File: src/rtl/wb_stage_mp.sv
// Write-back pipeline stage with several register-file write channels.
// Registers the MEM->WB bundle under the global stall vector. It derives
// effective byte enables: valid gating, zero-register masking, and
// lower-index-wins collision arbitration. It also counts retired instructions.

`ifndef StallBus
`define StallBus 5:0
`endif
`ifndef Stop
`define Stop 1'b1
`endif
`ifndef NoStop
`define NoStop 1'b0
`endif

module wb_stage_mp #(
    parameter int                NUM_WP    = 2,
    parameter int                DW        = 32,
    parameter int                AW        = 5,
    parameter int                PCW       = 32,
    parameter int                STALL_IDX = 4,
    parameter logic [NUM_WP-1:0] ZERO_MASK = NUM_WP'(1'b1)
) (
    input  logic                                 clk,
    input  logic                                 rst,
    input  logic                                 flush,
    input  logic [`StallBus]                     stall,
    input  logic [1+PCW+NUM_WP*(DW/8+AW+DW)-1:0] mem_to_wb_bus,
    output logic [NUM_WP*(DW/8+AW+DW)-1:0]       wb_to_rf_bus,
    output logic                                 wb_valid,
    output logic [PCW-1:0]                       debug_wb_pc,
    output logic [DW/8-1:0]                      debug_wb_rf_wen,
    output logic [AW-1:0]                        debug_wb_rf_wnum,
    output logic [DW-1:0]                        debug_wb_rf_wdata,
    output logic [63:0]                          retire_cnt,
    output logic                                 wb_collision
);

    localparam int BEW  = DW / 8;
    localparam int CHW  = BEW + AW + DW;
    localparam int BUSW = 1 + PCW + NUM_WP * CHW;

    logic [BUSW-1:0] bundle_q;
    logic [BUSW-1:0] bundle_d;
    logic [63:0]     retire_cnt_q;
    logic [63:0]     retire_cnt_d;
    logic            collision_q;
    logic            collision_d;

    logic              valid_s;
    logic [PCW-1:0]    pc_s;
    logic [BEW-1:0]    wen_s     [NUM_WP];
    logic [AW-1:0]     waddr_s   [NUM_WP];
    logic [DW-1:0]     wdata_s   [NUM_WP];
    logic [BEW-1:0]    pre_wen_s [NUM_WP];
    logic [BEW-1:0]    eff_wen_s [NUM_WP];
    logic [NUM_WP-1:0] lose_s;
    logic              collision_s;
    logic              retire_s;
    logic              unused_stall_s;

    // Only two bits of the global stall vector concern this stage.
    assign unused_stall_s = ^stall;

    // Next bundle: flush beats stall; own stall with free downstream makes a bubble.
    always_comb begin
        bundle_d = bundle_q;
        if (flush) begin
            bundle_d = '0;
        end else if ((stall[STALL_IDX] == `Stop) && (stall[STALL_IDX+1] == `NoStop)) begin
            bundle_d = '0;
        end else if (stall[STALL_IDX] == `NoStop) begin
            bundle_d = mem_to_wb_bus;
        end else begin
            bundle_d = bundle_q;
        end
    end

    // Unpack the registered bundle into per-channel fields.
    always_comb begin
        valid_s = bundle_q[BUSW-1];
        pc_s    = bundle_q[BUSW-2 -: PCW];
        for (int p = 0; p < NUM_WP; p++) begin
            wdata_s[p] = bundle_q[p*CHW +: DW];
            waddr_s[p] = bundle_q[p*CHW+DW +: AW];
            wen_s[p]   = bundle_q[p*CHW+DW+AW +: BEW];
        end
    end

    // Effective enables: valid gating, zero-register mask, then arbitration.
    // Arbitration compares post-mask enables, so a masked write never collides.
    always_comb begin
        lose_s      = '0;
        collision_s = 1'b0;
        for (int p = 0; p < NUM_WP; p++) begin
            pre_wen_s[p] = (ZERO_MASK[p] && (waddr_s[p] == {AW{1'b0}})) ?
                           {BEW{1'b0}} : (wen_s[p] & {BEW{valid_s}});
        end
        for (int q = 1; q < NUM_WP; q++) begin
            for (int p = 0; p < q; p++) begin
                lose_s[q]   = lose_s[q] |
                              ((pre_wen_s[p] != {BEW{1'b0}}) &&
                               (pre_wen_s[q] != {BEW{1'b0}}) &&
                               (waddr_s[p] == waddr_s[q]));
                collision_s = collision_s | lose_s[q];
            end
        end
        for (int p = 0; p < NUM_WP; p++) begin
            eff_wen_s[p] = lose_s[p] ? {BEW{1'b0}} : pre_wen_s[p];
        end
    end

    // Retire counter and sticky collision flag; the count happens as a bundle leaves.
    always_comb begin
        retire_s = valid_s && (stall[STALL_IDX+1] == `NoStop);
        if (retire_s) begin
            retire_cnt_d = retire_cnt_q + 64'd1;
        end else begin
            retire_cnt_d = retire_cnt_q;
        end
        collision_d = collision_q | collision_s;
    end

    // State registers with synchronous reset.
    always_ff @(posedge clk) begin
        if (rst) begin
            bundle_q     <= '0;
            retire_cnt_q <= 64'd0;
            collision_q  <= 1'b0;
        end else begin
            bundle_q     <= bundle_d;
            retire_cnt_q <= retire_cnt_d;
            collision_q  <= collision_d;
        end
    end

    // Output drive, derived from registered state only.
    always_comb begin
        wb_to_rf_bus = '0;
        for (int p = 0; p < NUM_WP; p++) begin
            wb_to_rf_bus[p*CHW +: CHW] = {eff_wen_s[p], waddr_s[p], wdata_s[p]};
        end
        wb_valid          = valid_s;
        debug_wb_pc       = pc_s;
        debug_wb_rf_wen   = eff_wen_s[0];
        debug_wb_rf_wnum  = waddr_s[0];
        debug_wb_rf_wdata = wdata_s[0];
        retire_cnt        = retire_cnt_q;
        wb_collision      = collision_q;
    end

endmodule

File: config.mk
export PLATFORM = sky130hd
export DESIGN_NAME = wb_stage_mp
export DESIGN_NICKNAME = d
export VERILOG_FILES = /design/src/rtl/wb_stage_mp.sv
export SDC_FILE = /design/constraint.sdc
export NUM_CORES = 1
export LEC_CHECK = 0
export ABC_AREA = 1
export CAP_MARGIN = 15
export CORE_AREA = 2 2 139 141
export CTS_BUF_LIST = sky130_fd_sc_hd__clkbuf_2
export CTS_CLUSTER_SIZE = 25
export DETAILED_ROUTE_END_ITERATION = 10
export DIE_AREA = 0 0 141 143
export PLACE_DENSITY = 0.88
export REMOVE_ABC_BUFFERS = 1
export SYNTH_ARGS = -nofsm -noshare
export SYNTH_HDL_FRONTEND = slang
export SYNTH_SLANG_ARGS = --single-unit
File: constraint.sdc
create_clock -name clk -period 3.77 [get_ports clk]
set_clock_uncertainty 0.1 [all_clocks]
set_input_delay 0.377 -clock clk [delete_from_list [all_inputs] [get_ports clk]]
set_output_delay 0.377 -clock clk [all_outputs]
set_load 0.05 [all_outputs]
==> metrics.csv <==
stage,metric,value,unit
status,status,finished clean,
global_routing,grt_pass1_wl,47500,um
yosys,ys.flop_type,dfxtp_1,
final_layout,final_cell_count_no_fill,1825,
timing,slew_headroom,0.207,
clock_network,clock-root-buffer,clkbuf_2,
placement,dp.cells,1708,
setup_path,path_cells,nor2_1 -> nand2_1 -> o21ai_0 -> inv_1 -> o21ai_0 -> nand2_1 -> nand2_1 -> inv_1 -> nor2_1 -> clkdlybuf4s50_1,
min_path,min_path_type,input port to register,
timing,fmax,303,MHz
global_routing,grt_usage,0.297,
timing,worst_pin_slew,1190,ps
yosys,synth-edff-count,0,
setup_path,crit_fanout,6,
global_routing,antenna_found_initial,2,
routing,highest_layer,met5,
global_routing,grt_pass1_vias,9367,
final_layout,fin_util,0.680,
clock_network,clock_path_buffers,2,
min_path,hold_depth,3,
floorplan,io_pins,345,
clock_network,post_cts_resized,0,
routing,post_drt_wl_per_cell,17.1,um
clock_network,post_cts_buffers,0,
yosys,synth.most_common_cell,nand2_1,
floorplan,coreArea,18600,sq um
final_layout,fillers,1377,
clock_network,cts.sinks,180,
setup_path,crit_buf_inv,3,
placement,port_buffers,340,
clock_network,cts_buffers,17,
floorplan,rows,50,
yosys,ys_ff_latch,180,
clock_network,clk_latency,740,ps
setup_path,r2r_setup_slack,1760,ps
setup_path,r2r_cells,9,
placement,placed_area,11600,sq um
routing,dr_wl_met2,15700,um
final_layout,synthToLayoutAreaGrowth,38.2,%
yosys,ys_types,34,
yosys,ys_seq_area_frac,0.394,
setup_path,start_kind,register,
power,power.leakage,4.58,nW
routing,drtAntennaViolNets,0,
yosys,synth_area_leaders,"dfxtp_1, nand2_1, buf_4, a21oi_1, nor2_1",
timing,slew_violations,0,
setup_path,timing.rr.start,bundle_q[114],
setup_path,cp.arrival,2820,ps
setup_path,critical_path.max_stage_delay,830,ps
min_path,holdPathEnd,bundle_q[44],
yosys,synth_common_cells,"nand2_1, dfxtp_1, nor2_1, buf_4, a21oi_1",
final_layout,fin_nets,1701,
final_layout,design_area,12600,sq um
setup_path,crit_type,register to primary output,
yosys,syn-cell-area,9150,sq um
routing,route.detailed.drc,0,
setup_path,cpLargestDelayFamily,buffers and inverters,
setup_path,rr_endpoint,retire_cnt[52],
floorplan,die_h,143,um
power,p_per_area,278,nW/um^2
placement,place.gp.congestion,0.947,
routing,dr.pass1.iters,8,
placement,dp_hpwl,20100,um
routing,routed-via-count,9621,
final_layout,drive_gt1_frac,0.0579,
timing,period_share,0.874,
yosys,yosysTopAreaCell,dfxtp_1,
global_routing,overflow,0,
clock_network,cts_tree,yes,
clock_network,path_clk_slew,260,ps
yosys,yosys_warnings,0,
timing,setup_tns,0,ps
power,irDropWorstVdd,0.174,mV
routing,wl,31300,um
floorplan,chipWidth,141,um
floorplan,initial_utilization,0.492,
yosys,synth_top_area_frac,0.394,
yosys,synth_cells,1321,
global_routing,grt_max_degree,116,
min_path,hold_start,mem_to_wb_bus[44],
routing,met3_length,2810,um
timing,grt_setup_unrepaired,false,
timing,setup_violations,0,
clock_network,cts_hold_buffers,76,
yosys,avgSynthCellArea,6.92,sq um
yosys,async_flop_share,0,
flow_run,maxCapViolCount,0,
routing,wirelength_met1,11000,um
clock_network,htreeDepth,4,
setup_path,cp_slowest_cell,clkdlybuf4s50_1,
timing,hold_viol_final,0,
timing,post-route-min-period,3290,ps
setup_path,critical_path.endpoint_type,primary output,
setup_path,crit_top_cell,nand2_1,
floorplan,die_area,20200,sq um
setup_path,cp.required,3290,ps
routing,drt_iter0_drc,728,
routing,via_per_inst,5.27,
setup_path,path_depth,10,
==> cells in the final DEF (no fill, tap or decap), drive strengths merged, types with 5 or more instances in the layout <==
cell type | Yosys | layout
clkinv | 1 | 5
o21ai | 23 | 23
nor2 | 177 | 177
dfxtp | 180 | 180
nand4 | 15 | 15
clkdlybuf4s50 | 0 | 339
nand2 | 414 | 414
clkbuf | 30 | 18
inv | 87 | 94
nand3 | 47 | 47
dlygate4sd3 | 0 | 83
buf | 162 | 6
nor3 | 15 | 15
xor2 | 7 | 7
xnor2 | 6 | 6
a21oi | 144 | 144
==> worst reg2reg max path, cell delays in order (launching register included) <==
cell	delay, ps
dfxtp_1	620
inv_2	80
nor2_4	350
nand3_1	130
nor2_1	120
nand2_1	50
nor2_1	250
nand4_1	130
nand2_1	80
nor2_1	40
==> through the flow <==
step | total power (W) | setup WS (ps) | hold WS [ps]
finish | 0.00351 | 475 | 74.8
detailed placement | 0.00250 | 1270 | 355
global route | 0.00363 | 223 | 4.72
global placement | 0.00250 | 1280 | 336
floorplan | 0.00224 | 208 | 343
CTS | 0.00349 | 408 | 0.893
==> power by group <==
group	leakage, nW	internal (W)	switching, W
Clock	0.126	0.000197	0.000747
Sequential	1.46	0.00194	0.0000262
Combinational	3.00	0.000269	0.000326
==> area by class of cell <==
type                            instances  area, sq um  share of cell area
Clock buffer                           18         90.1             0.00713
Clock inverter                         14          118             0.00931
Timing Repair Buffer                  428         4280               0.339
Tap cell                              234          293              0.0232
Inverter                               88          332              0.0262
Multi-Input combinational cell        861         3920               0.310
Antenna cell                            2         5.00            0.000396
Sequential cell                       180         3600               0.285
==> layer usage <==
metal	up-vias	global-route usage
met5	-	0
met4	2	0.165
li1	4505	-
met2	497	0.527
met1	4492	0.313
met3	125	0.0959
==> state kept, by name (all words and copies together), names as in the netlist <==
signal / cells
retire_cnt: 64
wb_collision: 1
bundle_q: 115
==> kinds of logic after synthesis <==
family                   count (synthesis)  share of synthesized area
buffers and inverters                  280                      0.179
flip-flops                             180                      0.394
AO/OA/AOI/OAI                          173                     0.0969
XOR/XNOR                                13                     0.0125
AND/OR/NAND/NOR                        674                      0.317
adder cells (fa/ha/maj)                  1                    0.00137
==> worst max path at each step <==
stage                 start                to  slack (ps)
6_report       bundle_q[32]  wb_to_rf_bus[78]         480
5_1_grt        bundle_q[32]  wb_to_rf_bus[79]         220
4_1_cts        bundle_q[34]  wb_to_rf_bus[78]         410
3_5_place_dp   bundle_q[32]  wb_to_rf_bus[78]        1270
3_3_place_gp   bundle_q[32]  wb_to_rf_bus[79]        1280
2_1_floorplan      stall[4]       bundle_q[0]         210
Note: power is estimated with default switching activity, not from simulation.
